==> config.mk <==
export PLATFORM = sky130hd
export DESIGN_NAME = hw_stack_flat
export DESIGN_NICKNAME = d
export VERILOG_FILES = /design/src/rtl/hw_stack_if.sv /design/src/rtl/hw_stack.sv /design/src/flat_wrapper.sv
export SDC_FILE = /design/constraint.sdc
export NUM_CORES = 1
export LEC_CHECK = 0
export CORE_MARGIN = 5
export CORE_UTILIZATION = 53
export CTS_CLUSTER_DIAMETER = 30
export DETAILED_ROUTE_END_ITERATION = 10
export DONT_BUFFER_PORTS = 1
export PLACE_DENSITY = 0.69
export SKIP_CTS_REPAIR_TIMING = 1
export SLEW_MARGIN = 20
export SYNTH_ARGS = -nofsm -noshare
export SYNTH_HDL_FRONTEND = slang
export SYNTH_SLANG_ARGS = --single-unit
==> constraint.sdc <==
create_clock -name clk_i -period 3.86 [get_ports clk_i]
set_clock_uncertainty 0.2 [all_clocks]
set_input_delay 0.965 -clock clk_i [delete_from_list [all_inputs] [get_ports clk_i]]
set_output_delay 0.965 -clock clk_i [all_outputs]
set_load 0.1 [all_outputs]
==> src/rtl/hw_stack_if.sv <==
// rtl/hw_stack_if.sv - PSH/POP stack interface bundle between decoder and hw_stack
//
// Purpose: groups the stack command, data and status signals so the decoder
// (master) and the LIFO (slave) share one connection.
// Signals:
//   clear        master->slave  sync clear of stack and sticky flags
//   push_enable  master->slave  push request this cycle
//   push_data    master->slave  WIDTH-bit data to push
//   pop_enable   master->slave  pop request this cycle
//   pop_data     slave->master  current top of stack (combinational)
//   count        slave->master  number of valid entries, 0..DEPTH
//   empty        slave->master  count == 0
//   full         slave->master  count == DEPTH
//   overflow     slave->master  sticky: push rejected while full
//   underflow    slave->master  sticky: pop rejected while empty
interface hw_stack_if #(
  parameter int WIDTH = 8,
  parameter int DEPTH = 16
);
  localparam int AW = $clog2(DEPTH + 1);

  logic             clear;
  logic             push_enable;
  logic [WIDTH-1:0] push_data;
  logic             pop_enable;
  logic [WIDTH-1:0] pop_data;
  logic [AW-1:0]    count;
  logic             empty;
  logic             full;
  logic             overflow;
  logic             underflow;

  modport master (
    output clear, push_enable, push_data, pop_enable,
    input  pop_data, count, empty, full, overflow, underflow
  );

  modport slave (
    input  clear, push_enable, push_data, pop_enable,
    output pop_data, count, empty, full, overflow, underflow
  );
endinterface

==> src/rtl/hw_stack.sv <==
// rtl/hw_stack.sv - hardware LIFO serving the decoder PSH/POP stack interface
//
// Purpose: DEPTH x WIDTH stack. Pushes write on the rising edge; the top of
// stack is presented combinationally so a pop can route it in the same cycle,
// and the entry is removed at the edge. Sticky overflow/underflow flags record
// rejected operations until clear or reset.
// Ports:
//   clk_i    in  system clock, rising edge
//   rst_n_i  in  asynchronous active-low reset
//   bus      hw_stack_if.slave (clear, push/pop requests, data and status)
module hw_stack #(
  parameter int WIDTH = 8,
  parameter int DEPTH = 16
) (
  input  logic      clk_i,
  input  logic      rst_n_i,
  hw_stack_if.slave bus
);
  localparam int AW = $clog2(DEPTH + 1);
  localparam int IW = $clog2(DEPTH);

  logic [WIDTH-1:0] mem_q [DEPTH];

  logic [AW-1:0] sp_q, sp_d;
  logic          ovf_q, ovf_d;
  logic          unf_q, unf_d;
  logic          wr_en;
  logic [IW-1:0] wr_addr;
  logic [IW-1:0] top_idx;
  logic          empty;
  logic          full;

  assign empty   = (sp_q == '0);
  assign full    = (sp_q == AW'(DEPTH));
  // Index of the top entry; meaningless when empty, which pop_data masks.
  assign top_idx = IW'(sp_q - AW'(1));

  always_comb begin
    sp_d    = sp_q;
    ovf_d   = ovf_q;
    unf_d   = unf_q;
    wr_en   = 1'b0;
    wr_addr = IW'(sp_q);
    if (bus.clear) begin
      sp_d  = '0;
      ovf_d = 1'b0;
      unf_d = 1'b0;
    end else begin
      case ({bus.push_enable, bus.pop_enable})
        2'b10: begin
          if (full) begin
            ovf_d = 1'b1;
          end else begin
            wr_en   = 1'b1;
            wr_addr = IW'(sp_q);
            sp_d    = sp_q + AW'(1);
          end
        end
        2'b01: begin
          if (empty) begin
            unf_d = 1'b1;
          end else begin
            sp_d = sp_q - AW'(1);
          end
        end
        2'b11: begin
          if (empty) begin
            // Pop half is rejected, push half still lands in slot 0.
            wr_en   = 1'b1;
            wr_addr = '0;
            sp_d    = AW'(1);
            unf_d   = 1'b1;
          end else begin
            // Replace the top in place; valid even when full since sp is unchanged.
            wr_en   = 1'b1;
            wr_addr = top_idx;
          end
        end
        default: ;
      endcase
    end
  end

  always_ff @(posedge clk_i or negedge rst_n_i) begin
    if (!rst_n_i) begin
      sp_q  <= '0;
      ovf_q <= 1'b0;
      unf_q <= 1'b0;
    end else begin
      sp_q  <= sp_d;
      ovf_q <= ovf_d;
      unf_q <= unf_d;
    end
  end

  // Storage is deliberately not reset; only entries below sp are ever read.
  always_ff @(posedge clk_i) begin
    if (wr_en) begin
      mem_q[wr_addr] <= bus.push_data;
    end
  end

  assign bus.pop_data  = empty ? '0 : mem_q[top_idx];
  assign bus.count     = sp_q;
  assign bus.empty     = empty;
  assign bus.full      = full;
  assign bus.overflow  = ovf_q;
  assign bus.underflow = unf_q;
endmodule

==> src/flat_wrapper.sv <==
// flat-port wrapper written by rule: the top's interface ports become plain ports
module hw_stack_flat 
#(
  parameter int WIDTH = 8,
  parameter int DEPTH = 16
)
  (clk_i, rst_n_i, bus_clear, bus_push_enable, bus_push_data, bus_pop_enable, bus_pop_data, bus_count, bus_empty, bus_full, bus_overflow, bus_underflow);
  hw_stack_if #(.WIDTH(WIDTH), .DEPTH(DEPTH)) bus_i ();
  input  logic clk_i;
  input  logic rst_n_i;
  input wire logic [$bits(bus_i.clear)-1:0] bus_clear;
  input wire logic [$bits(bus_i.push_enable)-1:0] bus_push_enable;
  input wire logic [$bits(bus_i.push_data)-1:0] bus_push_data;
  input wire logic [$bits(bus_i.pop_enable)-1:0] bus_pop_enable;
  output wire logic [$bits(bus_i.pop_data)-1:0] bus_pop_data;
  output wire logic [$bits(bus_i.count)-1:0] bus_count;
  output wire logic [$bits(bus_i.empty)-1:0] bus_empty;
  output wire logic [$bits(bus_i.full)-1:0] bus_full;
  output wire logic [$bits(bus_i.overflow)-1:0] bus_overflow;
  output wire logic [$bits(bus_i.underflow)-1:0] bus_underflow;
  assign bus_i.clear = bus_clear;
  assign bus_i.push_enable = bus_push_enable;
  assign bus_i.push_data = bus_push_data;
  assign bus_i.pop_enable = bus_pop_enable;
  assign bus_pop_data = bus_i.pop_data;
  assign bus_count = bus_i.count;
  assign bus_empty = bus_i.empty;
  assign bus_full = bus_i.full;
  assign bus_overflow = bus_i.overflow;
  assign bus_underflow = bus_i.underflow;
  hw_stack #(.WIDTH(WIDTH), .DEPTH(DEPTH)) u_core (.clk_i(clk_i), .rst_n_i(rst_n_i), .bus(bus_i));
endmodule
==> results by stage <==
Status:
- The run finished with clean final reports.

Drt:
- For this block, the routed nets add up to 13.05 mm of wire.
- The first-pass iteration count of the detailed router is 5.
- In this run the remaining antenna-violating nets after routing total 0.
- The detailed router finished its first iteration with 301 violations.
- Summing over every cut layer, the via total after detailed routing is 3057.
- After detailed routing, the average wire length per cell comes to 25.94 um.
- The residual DRC count is 0.
- After detailed routing, the number of vias per cell comes to 6.078.

Layout:
- The number of antenna repair diodes is 0.
- For this run, the post-layout net count is 366.
- Of the cells placed in the final design, the portion with a size suffix greater than 1 is 38.29%.
- Relative to the synthesized area, the layout overhead comes to 23.60%.
- The library cells used most frequently in the layout, excluding fill and tap cells, are 128 x edfxtp_1, 32 x mux4_2, 28 x buf_4.
- Leaving out fill and tap cells, the most frequent cell in the layout is edfxtp_1.

Synth:
- The dominant synthesized flop cell is edfxtp_1.
- The post-synthesis async set-or-reset flop share is 5.185%.
- In the synthesized netlist, the number of instances is 311.
- The Yosys step of the flow raised 0 warnings.
- In this run the mean area of a mapped cell was 18.44 um^2.
- Counting flops and latches in the post-synthesis netlist gives 135.
- The cell area after synthesis is 0.005736 mm^2.
- The number of nets in the synthesized netlist is 326.
- The register area share after synthesis is 70.07%.
- Synthesis instantiated 49 different standard cells from the library.
- The count of flip-flops with a built-in enable after synthesis is 128.

Floorplanning:
- The top-level port count is 30.
- The die is 114.0 um wide.
- The initial core utilization is 53.38%.
- The die covers 0.01300 mm^2.
- The row count is 38.
- Measured along the y axis, the die boundary spans 114.0 um.
- The region available for standard cell placement spans 0.01075 mm^2.

Clocking:
- The count of clock tree sinks is 135.
- The cell chosen for the clock root is clkbuf_8.
- The number of levels the H-tree was split into is 4.
- TritonCTS built the clock tree.
- Clock latency on the worst-skew pair, taken at its later pin, is 520 ps.
- The longest clock path from root to sink contains 2 buffers.
- Clock tree synthesis inserted a total of 17 buffers.
- Clock-pin slew was measured on the worst setup and hold paths at 60 ps.

Worst hold path:
- The classification of the worst-slack hold path is in2reg.
- The number of cells traversed by the worst hold path is 1.

Timing:
- Setup violations remaining at the end of the flow were counted as 0.
- The max-slew violation total from the final report is 0.
- Based on the critical path, the design can be clocked at up to 262.4 MHz.
- The tightest hold path in the finished design has a slack of 293.1 ps.
- The actual slew at the worst max-slew pin is 901.6 ps.
- The share of the clock period used by the worst path is 98.75%.
- In this run the tightest slew margin relative to its limit is 39.89%.
- The hold violation count in the final report is 0.
- The time the worst path needs with I/O delays and setup is 3812 ps.

Place:
- Input and output buffers added on the ports amount to 0.
- The routability-driven placement congestion ratio is 0.9132.
- Detailed placement finished with a half-perimeter wire length of 7.565 mm.

Worst setup path:
- The arrival time at the worst endpoint is 2650 ps.
- The number of buffers and inverters on the critical path is 3.
- Counting buffers and inverters, the worst setup path is 7 cells deep.
- For the worst setup path, the data required time is 2690 ps.
- The critical path goes through inv_2 > ha_4 > buf_12 > mux4_2 > mux2i_2 > o22ai_4 > buf_12.
- In this design, the critical path's most frequently occurring cell is buf_12.
- The highest-delay cell along the critical path is dfrtp_4.
- The top fanout value on the critical path is 16.
- The launching element type of the critical path is a register.
- STA classifies the critical path endpoint as an output port.
- The category of the critical setup timing path is reg2out.
- Broken down by cell family, the worst path's largest delay share belongs to multiplexers.
- The depth of the most critical reg-to-reg path is 9.
- The peak per-stage delay on the critical path is 490 ps.

Job:
- Max-cap violations in this run came to 0.

Global route:
- The global-route congestion overflow total is 0.
- The first global-routing pass estimated 19.33 mm of wire.
- The largest net degree at the start of global routing is 33.
- The number of global-route vias before repair was 3187.
- The initial antenna violation count came to 0.
- For this run, the total global-route usage over all layers was measured as 20.84%.
==> registers in the layout, summed over array words and instances (netlist names) <==
signal and count:
u_core.bus.count 5, u_core.bus.overflow 1, u_core.mem_q 128, u_core.bus.underflow 1
==> Yosys cell counts (all sizes together) (2+ instances only) <==
master  instances  share of area (%)
edfxtp        128                 67
mux4           32                 13
nor2           21                1.4
mux2i          17                3.0
buf            12                1.2
o22ai          10                1.1
clkbuf          9               0.61
nor3            9               0.98
dfrtp           7                3.1
nor2b           7               0.76
o21ai           7               0.61
inv             5               0.33
a211oi          3               0.39
a21oi           3               0.26
nand2           3               0.20
nand2b          3               0.33
nor4b           3               0.72
o32a            3               0.52
ha              2               0.44
nand3           2               0.17
nor4            2               0.22
nor4bb          2               0.35
or3b            2               0.35
xnor2           2               0.44
==> per-stage QoR <==
step	util (%)	setup TNS, ps	cells	cell area (um^2)	worst slack (ps)
6_report	65.98	0	503	7089	48.36
3_5_place_dp	59.33	0	470	6375	409.7
2_1_floorplan	-	0	311	5898	10.40
4_1_cts	65.11	-952.8	501	6997	-147.9
3_3_place_gp	59.33	0	470	6375	457.3
5_1_grt	65.98	-50.23	503	7089	-48.24
==> worst paths after layout <==
check | end | slack (ps) | from
min in group asynchronous | u_core.bus.overflow$_DFFE_PN0P_ | 580 | rst_n_i
worst min-delay path | u_core.bus.count[2]$_DFFE_PN0P_ | 290 | bus_clear
max in group asynchronous | u_core.bus.count[0]$_DFFE_PN0P_ | 2600 | rst_n_i
worst max register to register | u_core.mem_q[2][3]$_DFFE_PP_ | 890 | u_core.bus.count[0]$_DFFE_PN0P_
worst min register to register | u_core.bus.count[0]$_DFFE_PN0P_ | 660 | u_core.bus.count[0]$_DFFE_PN0P_
worst max-delay path | bus_pop_data[5] | 50 | u_core.bus.count[0]$_DFFE_PN0P_
==> final cells by class <==
cell class | instances | area, um^2
Clock inverter | 14 | 207.7
Fill cell | 720 | 3656
Tap cell | 140 | 175.2
Timing Repair Buffer | 42 | 459.2
Inverter | 5 | 18.77
Sequential cell | 135 | 4029
Clock buffer | 17 | 414.1
Multi-Input combinational cell | 150 | 1785
==> routing by layer <==
metal	share of wire (%)	global-route usage, %	vias to the layer above
li1	-	-	1348
met1	39	26.76	1604
met2	54	34.66	89
met3	5.3	4.934	16
met4	1.7	7.997	0
met5	0	0	-
==> cell families (layout without fill, tap and decap cells) <==
group | count (synthesis) | in the layout | share of synthesized area, %
AND/OR/NAND/NOR | 59 | 59 | 6.130
AO/OA/AOI/OAI | 36 | 36 | 4.734
buffers and inverters | 26 | 78 | 2.181
XOR/XNOR | 3 | 3 | 0.7201
adder cells (fa/ha/maj) | 2 | 2 | 0.4362
multiplexers | 50 | 50 | 15.73
flip-flops | 135 | 135 | 70.07
Power is not shown: default switching activity piles up to over one toggle a cycle in this logic, so the estimate is an artifact.
